<file path="config.mk">
export PLATFORM = sky130hd
export DESIGN_NAME = gate_bist_controller
export DESIGN_NICKNAME = d
export VERILOG_FILES = /design/src/rtl/gate_bist_pkg.sv /design/src/rtl/gate_bist_lfsr.sv /design/src/rtl/gate_bist_controller.sv
export SDC_FILE = /design/constraint.sdc
export NUM_CORES = 1
export LEC_CHECK = 0
export BUFFER_PORTS_ARGS = -buffer_cell sky130_fd_sc_hd__buf_2
export CAP_MARGIN = 20
export CORE_ASPECT_RATIO = 2
export CORE_MARGIN = 1
export CORE_UTILIZATION = 35
export CTS_CLUSTER_SIZE = 24
export DETAILED_ROUTE_END_ITERATION = 10
export PLACE_DENSITY = 0.66
export SYNTH_ARGS = -nofsm -noshare
export SYNTH_HDL_FRONTEND = slang
export SYNTH_SLANG_ARGS = --single-unit
</file>
<file path="constraint.sdc">
create_clock -name clk -period 3.8 [get_ports clk]
set_input_delay 1.14 -clock clk [delete_from_list [all_inputs] [get_ports clk]]
set_output_delay 1.14 -clock clk [all_outputs]
set_load 0.1 [all_outputs]
</file>
<file path="src/rtl/gate_bist_pkg.sv">
// Shared types and next-state helpers for the gate BIST controller.
// The Galois step functions work on a wide container and are masked to the
// live width so one definition serves the pattern LFSR and the MISR alike.
package gate_bist_pkg;

   typedef enum logic [1:0] {
      StIdle,
      StRun,
      StDrain,
      StDone
   } bist_state_e;

   // Widest register the helper functions can model.
   localparam int unsigned MAX_W = 64;

   localparam logic [15:0] DEF_LFSR_TAPS = 16'h002D;
   localparam logic [15:0] DEF_MISR_TAPS = 16'h1021;

   // Ones in the low w bits.
   function automatic logic [MAX_W-1:0] width_mask(input int unsigned w);
      logic [MAX_W-1:0] m;
      if (w >= MAX_W) begin
         m = '1;
      end else begin
         m = (MAX_W'(1) << w) - MAX_W'(1);
      end
      return m;
   endfunction

   // Galois shift-left step: shift in 0, fold taps when the MSB falls out.
   function automatic logic [MAX_W-1:0] lfsr_next(input logic [MAX_W-1:0] v,
                                                  input logic [MAX_W-1:0] taps,
                                                  input int unsigned      w);
      logic [MAX_W-1:0] m;
      logic [MAX_W-1:0] r;
      m = width_mask(w);
      r = (v << 1) & m;
      if (v[w-1]) begin
         r = r ^ (taps & m);
      end
      return r;
   endfunction

   // Signature step: LFSR step with the response word folded in.
   function automatic logic [MAX_W-1:0] misr_next(input logic [MAX_W-1:0] v,
                                                  input logic [MAX_W-1:0] taps,
                                                  input logic [MAX_W-1:0] d,
                                                  input int unsigned      w);
      return lfsr_next(v, taps, w) ^ (d & width_mask(w));
   endfunction

endpackage

</file>
<file path="src/rtl/gate_bist_lfsr.sv">
// Width/tap-parametrised Galois shift register. Without data it is a pattern
// generator; with USE_DATA set it compacts the data word each step (MISR).
module gate_bist_lfsr
   import gate_bist_pkg::*;
#(
   parameter int unsigned      WIDTH    = 16,
   parameter int unsigned      DATA_W   = 1,
   parameter logic [WIDTH-1:0] TAPS     = WIDTH'(DEF_LFSR_TAPS),
   parameter bit               USE_DATA = 1'b0
) (
   input  logic              clk,
   input  logic              rst,
   input  logic              load,
   input  logic [WIDTH-1:0]  load_val,
   input  logic              step,
   input  logic [DATA_W-1:0] data,
   output logic [WIDTH-1:0]  value
);

   logic [WIDTH-1:0] value_q;
   logic [WIDTH-1:0] value_d;
   logic [MAX_W-1:0] nxt;
   logic             unused_nxt;

   // One Galois step of the current contents.
   always_comb begin
      if (USE_DATA) begin
         nxt = misr_next(MAX_W'(value_q), MAX_W'(TAPS), MAX_W'(data), WIDTH);
      end else begin
         nxt = lfsr_next(MAX_W'(value_q), MAX_W'(TAPS), WIDTH);
      end
   end

   // Bits above WIDTH are always masked to zero by the step functions.
   assign unused_nxt = ^nxt;

   // Load wins over step so a new run always starts from a clean value.
   always_comb begin
      value_d = value_q;
      if (load) begin
         value_d = load_val;
      end else if (step) begin
         value_d = nxt[WIDTH-1:0];
      end
   end

   // Register contents.
   always_ff @(posedge clk or posedge rst) begin
      if (rst) begin
         value_q <= '0;
      end else begin
         value_q <= value_d;
      end
   end

   assign value = value_q;

endmodule

</file>
<file path="src/rtl/gate_bist_controller.sv">
// BIST run/compare engine: streams LFSR patterns into a CUT, compacts the
// delayed responses into a MISR and compares the signature with a golden value.
module gate_bist_controller
   import gate_bist_pkg::*;
#(
   parameter int unsigned      IN_W      = 16,
   parameter int unsigned      OUT_W     = 10,
   parameter int unsigned      SIG_W     = 16,
   parameter int unsigned      PAT_CNT   = 1024,
   parameter int unsigned      RESP_LAT  = 1,
   parameter logic [IN_W-1:0]  LFSR_TAPS = IN_W'(DEF_LFSR_TAPS),
   parameter logic [SIG_W-1:0] MISR_TAPS = SIG_W'(DEF_MISR_TAPS)
) (
   input  logic             clk,
   input  logic             rst,
   input  logic             start,
   input  logic             abort,
   input  logic [IN_W-1:0]  seed_i,
   input  logic [SIG_W-1:0] golden_i,
   output logic [IN_W-1:0]  pat_o,
   output logic             pat_valid_o,
   input  logic [OUT_W-1:0] resp_i,
   output logic             busy_o,
   output logic             done_o,
   output logic             pass_o,
   output logic [SIG_W-1:0] sig_o
);

   localparam int unsigned CNT_W = (PAT_CNT > 1) ? $clog2(PAT_CNT) : 1;

   // Reject parameter sets the datapath cannot represent.
   if (IN_W < 2) begin : g_bad_in_w
      $error("IN_W must be at least 2");
   end
   if ((OUT_W > SIG_W) || (SIG_W > MAX_W) || (IN_W > MAX_W)) begin : g_bad_width
      $error("width parameters out of range");
   end
   if (PAT_CNT < 1) begin : g_bad_pat_cnt
      $error("PAT_CNT must be at least 1");
   end
   if ((RESP_LAT < 1) || (RESP_LAT > 4)) begin : g_bad_resp_lat
      $error("RESP_LAT must be 1..4");
   end

   bist_state_e         state_q, state_d;
   logic [CNT_W-1:0]    cnt_q, cnt_d;
   logic [1:0]          drn_q, drn_d;
   logic [RESP_LAT-1:0] vld_q, vld_d;
   logic                busy_q, busy_d;
   logic                done_q, done_d;
   logic                pvld_q, pvld_d;

   logic                start_ok;
   logic                abort_ok;
   logic                last_pat;
   logic                drain_end;
   logic                lfsr_step;
   logic                misr_step;
   logic [IN_W-1:0]     seed_fix;
   logic [IN_W-1:0]     pat;
   logic [SIG_W-1:0]    sig;

   assign start_ok  = (state_q == StIdle) && start;
   assign abort_ok  = abort && ((state_q == StRun) || (state_q == StDrain));
   assign last_pat  = (cnt_q == CNT_W'(PAT_CNT - 1));
   assign drain_end = (drn_q == 2'(RESP_LAT - 1));
   // An all-zero seed would lock the LFSR, so it is promoted to 1.
   assign seed_fix  = (seed_i == '0) ? IN_W'(1) : seed_i;
   // The final RUN edge does not advance, so DRAIN shows the last pattern.
   assign lfsr_step = (state_q == StRun) && !abort_ok && !last_pat;
   // The oldest pipeline stage marks a response that is due this edge.
   assign misr_step = vld_q[RESP_LAT-1] && !abort_ok;

   // State, counters, capture pipeline and registered outputs.
   always_ff @(posedge clk or posedge rst) begin
      if (rst) begin
         state_q <= StIdle;
         cnt_q   <= '0;
         drn_q   <= '0;
         vld_q   <= '0;
         busy_q  <= 1'b0;
         done_q  <= 1'b0;
         pvld_q  <= 1'b0;
      end else begin
         state_q <= state_d;
         cnt_q   <= cnt_d;
         drn_q   <= drn_d;
         vld_q   <= vld_d;
         busy_q  <= busy_d;
         done_q  <= done_d;
         pvld_q  <= pvld_d;
      end
   end

   // Next-state: the pattern counter ends RUN, the drain counter ends DRAIN.
   always_comb begin
      state_d = state_q;
      cnt_d   = cnt_q;
      drn_d   = drn_q;
      unique case (state_q)
         StIdle: begin
            if (start) begin
               state_d = StRun;
               cnt_d   = '0;
            end
         end
         StRun: begin
            if (abort) begin
               state_d = StIdle;
            end else if (last_pat) begin
               state_d = StDrain;
               drn_d   = '0;
            end else begin
               cnt_d = cnt_q + 1'b1;
            end
         end
         StDrain: begin
            if (abort) begin
               state_d = StIdle;
            end else if (drain_end) begin
               state_d = StDone;
            end else begin
               drn_d = drn_q + 1'b1;
            end
         end
         StDone: begin
            // A held start must drop before another run can be requested.
            if (!start) begin
               state_d = StIdle;
            end
         end
      endcase
   end

   // Valid pipeline: stage i marks the pattern launched i edges ago.
   always_comb begin
      vld_d    = '0;
      vld_d[0] = (state_d == StRun);
      for (int unsigned i = 1; i < RESP_LAT; i++) begin
         vld_d[i] = (state_d == StIdle) ? 1'b0 : vld_q[i-1];
      end
   end

   // Output decode from the next state so the flags are registered.
   always_comb begin
      pvld_d = (state_d == StRun);
      busy_d = (state_d == StRun) || (state_d == StDrain);
      done_d = (state_d == StDone);
   end

   gate_bist_lfsr #(
      .WIDTH    (IN_W),
      .DATA_W   (1),
      .TAPS     (LFSR_TAPS),
      .USE_DATA (1'b0)
   ) u_pattern (
      .clk      (clk),
      .rst      (rst),
      .load     (start_ok),
      .load_val (seed_fix),
      .step     (lfsr_step),
      .data     (1'b0),
      .value    (pat)
   );

   gate_bist_lfsr #(
      .WIDTH    (SIG_W),
      .DATA_W   (OUT_W),
      .TAPS     (MISR_TAPS),
      .USE_DATA (1'b1)
   ) u_misr (
      .clk      (clk),
      .rst      (rst),
      .load     (start_ok),
      .load_val ('0),
      .step     (misr_step),
      .data     (resp_i),
      .value    (sig)
   );

   assign pat_o       = pat;
   assign pat_valid_o = pvld_q;
   assign busy_o      = busy_q;
   assign done_o      = done_q;
   assign sig_o       = sig;
   // Compare against the live golden value; only meaningful in DONE.
   assign pass_o      = done_q && (sig == golden_i);

endmodule

</file>
==> results.toml, run 1 <==
[status]
status = "complete, no violations"

[worst_setup_path]
r2r-start = "state_q[0]"
crit_type = "in2out"
worstPathRequired_ps = 2660
worstSetupEndpointType = "primary output"
cp_max_fo = 1
setup.worst_path.start = "golden_i[14]"
regToRegSetupSlack_ps = 1400
start_kind = "input port"
cp_data_arrival_time_ps = 2460

[clock_network]
cts_tree = "built"
cts_resized = 0
numCtsBuffers = 5
hold_buffers = 0
insertion_delay_ps = 300
cts_setup_buffers = 0
cts_root_buf = "clkbuf_16"
clock_sinks = 49
cts_buffer_depth = 2
h-tree-depth = 2
path_clk_slew_ps = 60

[yosys]
postSynth.asyncResetShare = 1.000
synthFlopType = "dfrtp_1"
synthesis.nets = 335
netlist_instances = 282
synth_top_area_share = 0.4481
yosys-top-cells-area = "dfrtp_1 45%, mux2i_1 7.7%, xnor2_1 7.7%"
yosys_warnings = 0
synth_edf_count = 0
ys_seq_area_frac = 0.4481
synth_area_per_cell_um2 = 9.703
yosysTopAreaCell = "dfrtp_1"
ys_types = 42
syn_area_um2 = 2736
synth_seq_cells = 49

[layout]
layout_common_cells = "80 x buf_2, 49 x dfrtp_1, 33 x nand2_1"
multiInputGateArea_um2 = 1434
final_common_cell = "buf_2"
drive_gt1_frac = 0.2755
fillers = 725
area_delta_synth_final_pct = 26.61
nets = 415
utilization = 0.4558
ff_latch_area_um2 = 1226
num_antenna_cells = 0

[route]
routed_wl_mm = 6.637
via_count = 2356
drtIter0Drc = 69
wire_per_inst_um = 14.52
first_pass_iters = 4
antenna_left = 0
viasPerCell = 5.155
drc = 0

[grt]
grt_pass1_vias = 2382
met3_usage = 0.03036
grtUsageMet1 = 0.1580
grt_max_degree = 50
overflow = 0
grt_pass1_wl_mm = 10.83
grt_util_met2 = 0.3418
grt_util_all_layers = 0.1726
antenna_found_initial = 0
gr-max-usage-layer = "met2"

[floorplanning]
rows = 45
die_w_um = 64.52
initial_core_util = 0.3600
dieHeight_um = 127.0
die_area_um2 = 8197
core_area_um2 = 7601
boundaryPins = 82

[timing]
slew_headroom = 0.2848
max_freq_mhz = 277.8
period_needed_ps = 3600
drv_slew = 0
grt_setup_unrepaired = "false"
fin_crit_sh = 0.9475
setup_viol = 0
final-hold-violation-count = 0
tightestPinTransition_ps = 1070
clock_skew_ps = 7.708

[min_path]
hp-class = "reg2reg"
hp-start = "cnt_q[0]"

[job]
max_cap_violations = 0

[place]
portBuffers = 81
globalplace.congestion = 0.8450
dpl.hpwl_mm = 5.095
[sequential cells by signal (all words and copies together), names as in the netlist]
signal	count
done_o	1
busy_o	1
u_misr.value	16
pat_valid_o	1
u_pattern.value	16
drn_q	2
state_q	2
cnt_q	10
[layout make-up]
cell class                 instances  share of cell area
multi-input combinational        212              0.4139
timing repair buffer              84              0.1315
inverter                          10             0.01083
sequential                        49              0.3539
tap                               94             0.03395
clock inverter                     3             0.01986
clock buffer                       5             0.03611
[cell families after synthesis]
kind of cell	synth area share
AOI/OAI and AO/OA	0.1463
xor gates and xnor gates	0.09922
and+or+nand+nor	0.1642
adders and majority gates	0.03201
muxes	0.07682
DFF	0.4481
buffers and inverters	0.03338
[path summary, 6_finish.rpt]
kind                                      end  cells after the start
max                                    pass_o                      6
min                                  cnt_q[0]                      1
min reg2reg                          cnt_q[0]                      1
max in group asynchronous  u_pattern.value[2]                      3
max reg2reg                          cnt_q[6]                      6
min in group asynchronous    u_misr.value[12]                      2
[cell usage after synthesis (4+ instances only)]
cell       n
xor2_1     7
nor2_1    27
dfrtp_1   49
o311ai_0   4
inv_1     10
ha_1       7
xnor2_1   24
nand4_1    5
clkbuf_1   9
mux2i_1   21
a21oi_1   22
nand2_1   33
a211oi_1  10
nor4_1     5
and2_1     6
o21ai_0    7
[stage by stage]
stage	setup TNS (ps)	setup slack (ps)	cells	instance area, um2	hold WS (ps)
floorplan	-45.09	-45.09	282	2751	463.3
global placement	0	223.0	448	3251	485.5
detailed placement	0	202.4	448	3251	499.6
CTS	0	163.3	456	3445	507.6
global route	0	100.2	457	3465	537.1
finish	0	199.7	457	3465	503.6
[metal layers]
layer  vias up  share of wire
li1       1158              -
met1      1124           0.36
met2        61           0.57
met3        13          0.038
met4         0          0.032
met5         -              0
[worst max-delay path: stages]
cell and delay (ps):
buf_2 100, xor2_1 140, nor4_1 380, nand4_1 210, nor4_4 270, buf_12 220
Power of run 1 is left out: the tool's default activity adds up to more than one toggle a clock period on the data nets, which glitch-free logic cannot reach.
==> run 2: changes to the inputs <==
--- a/config.mk
+++ b/config.mk
@@ -5,6 +5,7 @@
 export SDC_FILE = /design/constraint.sdc
 export NUM_CORES = 1
 export LEC_CHECK = 0
+export ABC_AREA = 1
 export BUFFER_PORTS_ARGS = -buffer_cell sky130_fd_sc_hd__buf_2
 export CAP_MARGIN = 20
 export CORE_ASPECT_RATIO = 2
@@ -12,7 +13,7 @@
 export CORE_UTILIZATION = 35
 export CTS_CLUSTER_SIZE = 24
 export DETAILED_ROUTE_END_ITERATION = 10
-export PLACE_DENSITY = 0.66
+export PLACE_DENSITY = 0.65
 export SYNTH_ARGS = -nofsm -noshare
 export SYNTH_HDL_FRONTEND = slang
 export SYNTH_SLANG_ARGS = --single-unit
==> run 2 against run 1 <==
  * Global-route usage rose by 0.42 points
  * Utilization is 0.98 points lower
  * First-iteration DRC count rose by 130%
  * Non-clock buffer count decreased by 1
  * Register-to-register slack improved by 260 ps
  * Critical path depth is 1 higher
  * Critical path type unchanged
==> results.toml, run 2 <==
[yosys]
ys_seq_area_frac = 0.4219
synth_area_per_cell_um2 = 7.629
synthFlopType = "dfrtp_1"
synthTopCellsByCount = "106 x nand2_1, 49 x dfrtp_1, 48 x inv_1"
synth_seq_cells = 49
yosysMostFrequentCell = "nand2_1"
synthesis.nets = 434
synth_top_area_share = 0.4219
yosys_warnings = 0
syn_area_um2 = 2907
synth_edf_count = 0
postSynth.asyncResetShare = 1.000
yosysTopAreaCell = "dfrtp_1"
yosys-top-cells-area = "dfrtp_1 42%, nand2_1 14%, nand3_1 6.4%"
netlist_instances = 381
ys_types = 28

[job]
max_cap_violations = 0

[route]
first_pass_iters = 4
wire_per_inst_um = 12.87
via_count = 2721
drc = 0
antenna_left = 0
viasPerCell = 4.885
routed_wl_mm = 7.169
drtIter0Drc = 160

[worst_setup_path]
critPathSlowestCell = "buf_2"
crit_type = "in2out"
worstPathRequired_ps = 2660
timing.rr.end = "u_misr.value[14]"
reg2reg_depth = 5
r2r-start = "state_q[1]"
cp_data_arrival_time_ps = 2200
worstSetupEndpointType = "primary output"
regToRegSetupSlack_ps = 1660
start_kind = "input port"
slowest_delay_ps = 420
critPathBufInv = 2
cp_cell_sequence = "buf_2 -> xnor2_1 -> nand3_1 -> nor2_1 -> nand3_1 -> nor2_2 -> buf_2"
critical_path_cell_count = 7
crit_family = "buffers and inverters"
cp_max_fo = 1

[timing]
period_needed_ps = 3336
slew_headroom = 0.6263
clock_skew_ps = 4.240
final.setup.tns_ps = 0
grt_setup_unrepaired = "false"
setup_ws_ps = 463.6
tightestPinTransition_ps = 558.5
setup_viol = 0
fin_crit_sh = 0.8780
max_freq_mhz = 299.7
final-hold-violation-count = 0
drv_slew = 0

[floorplanning]
rows = 46
core_area_um2 = 8000
initial_core_util = 0.3633
die_w_um = 66.44
boundaryPins = 82
die_area_um2 = 8695
dieHeight_um = 130.9

[clock_network]
cts_tree = "built"
cts_setup_buffers = 0
clock_sinks = 49
hold_buffers = 0
insertion_delay_ps = 290
cts_root_buf = "clkbuf_16"
numCtsBuffers = 5
path_clk_slew_ps = 60
cts_resized = 0
h-tree-depth = 2
cts_buffer_depth = 2

[layout]
nets = 513
num_antenna_cells = 0
drive_gt1_frac = 0.2256
layout_common_cells = "106 x nand2_1, 81 x buf_2, 49 x dfrtp_1"
stdcell_count = 557
area_delta_synth_final_pct = 22.77
final_common_cell = "nand2_1"

[grt]
grt_pass1_vias = 2521
overflow = 0
grt_util_all_layers = 0.1768
antenna_found_initial = 0
grt_max_degree = 50
grt_pass1_wl_mm = 11.63

[status]
status = "complete, no violations"

[min_path]
hp-class = "reg2reg"
hold_depth = 2
hp-start = "drn_q[0]"
worstHoldEndpoint = "drn_q[0]"

[place]
dpl.hpwl_mm = 5.455
dp.cells = 548
globalplace.congestion = 0.8009
portBuffers = 81
dp_worst_setup_slack_ps = 445.0
[run 2: cells by family (layout without fill, tap and decap cells)]
kind of cell | after synthesis | after routing | share of synthesized area
AO/OA/AOI/OAI | 49 | 49 | 0.09341
adder cells (fa/ha/maj) | 7 | 7 | 0.03013
XOR/XNOR | 25 | 25 | 0.07533
flip-flops | 49 | 49 | 0.4219
buffers and inverters | 59 | 139 | 0.08480
AND/OR/NAND/NOR | 192 | 192 | 0.2944
[run 2: cell type report]
class | instances | area (um2)
Clock buffer | 7 | 142.6
Clock inverter | 1 | 30.03
Fill cell | 824 | 4432
Inverter | 48 | 180.2
Multi-Input combinational cell | 273 | 1436
Sequential cell | 49 | 1226
Tap cell | 96 | 120.1
Timing Repair Buffer | 83 | 432.9
[run 2: metrics by stage]
step	utilization	hold WS, ps	area (um2)
6_report	0.4460	509.4	3568
5_1_grt	0.4460	529.0	3568
2_1_floorplan	-	453.0	2909
4_1_cts	0.4435	512.3	3548
3_5_place_dp	0.4220	497.0	3376
3_3_place_gp	0.4220	465.6	3376
[run 2: worst max path at each step]
stage                     start  endpoint  slack (ps)
detailed placement  golden_i[3]    pass_o         440
floorplan           golden_i[4]    pass_o         290
finish              golden_i[3]    pass_o         460
global route        golden_i[6]    pass_o         320
CTS                 golden_i[3]    pass_o         440
global placement    golden_i[3]    pass_o         430
[run 2: layer usage]
layer | global-route usage | wire length, um | part of all wire | vias up
li1 | - | - | - | 1384
met1 | 0.1838 | 2676 | 0.37 | 1272
met2 | 0.3403 | 4144 | 0.58 | 60
met3 | 0.03299 | 251 | 0.035 | 5
met4 | 0.06258 | 97 | 0.014 | 0
met5 | 0 | 0 | 0 | -
[run 2: worst reg2reg max path, stage by stage, from the launching register on]
cell	delay (ps)
dfrtp_1	380
inv_1	110
ha_1	250
nand2_2	440
nand3_1	540
o22ai_1	340
Power of run 2 is left out for the same reason.
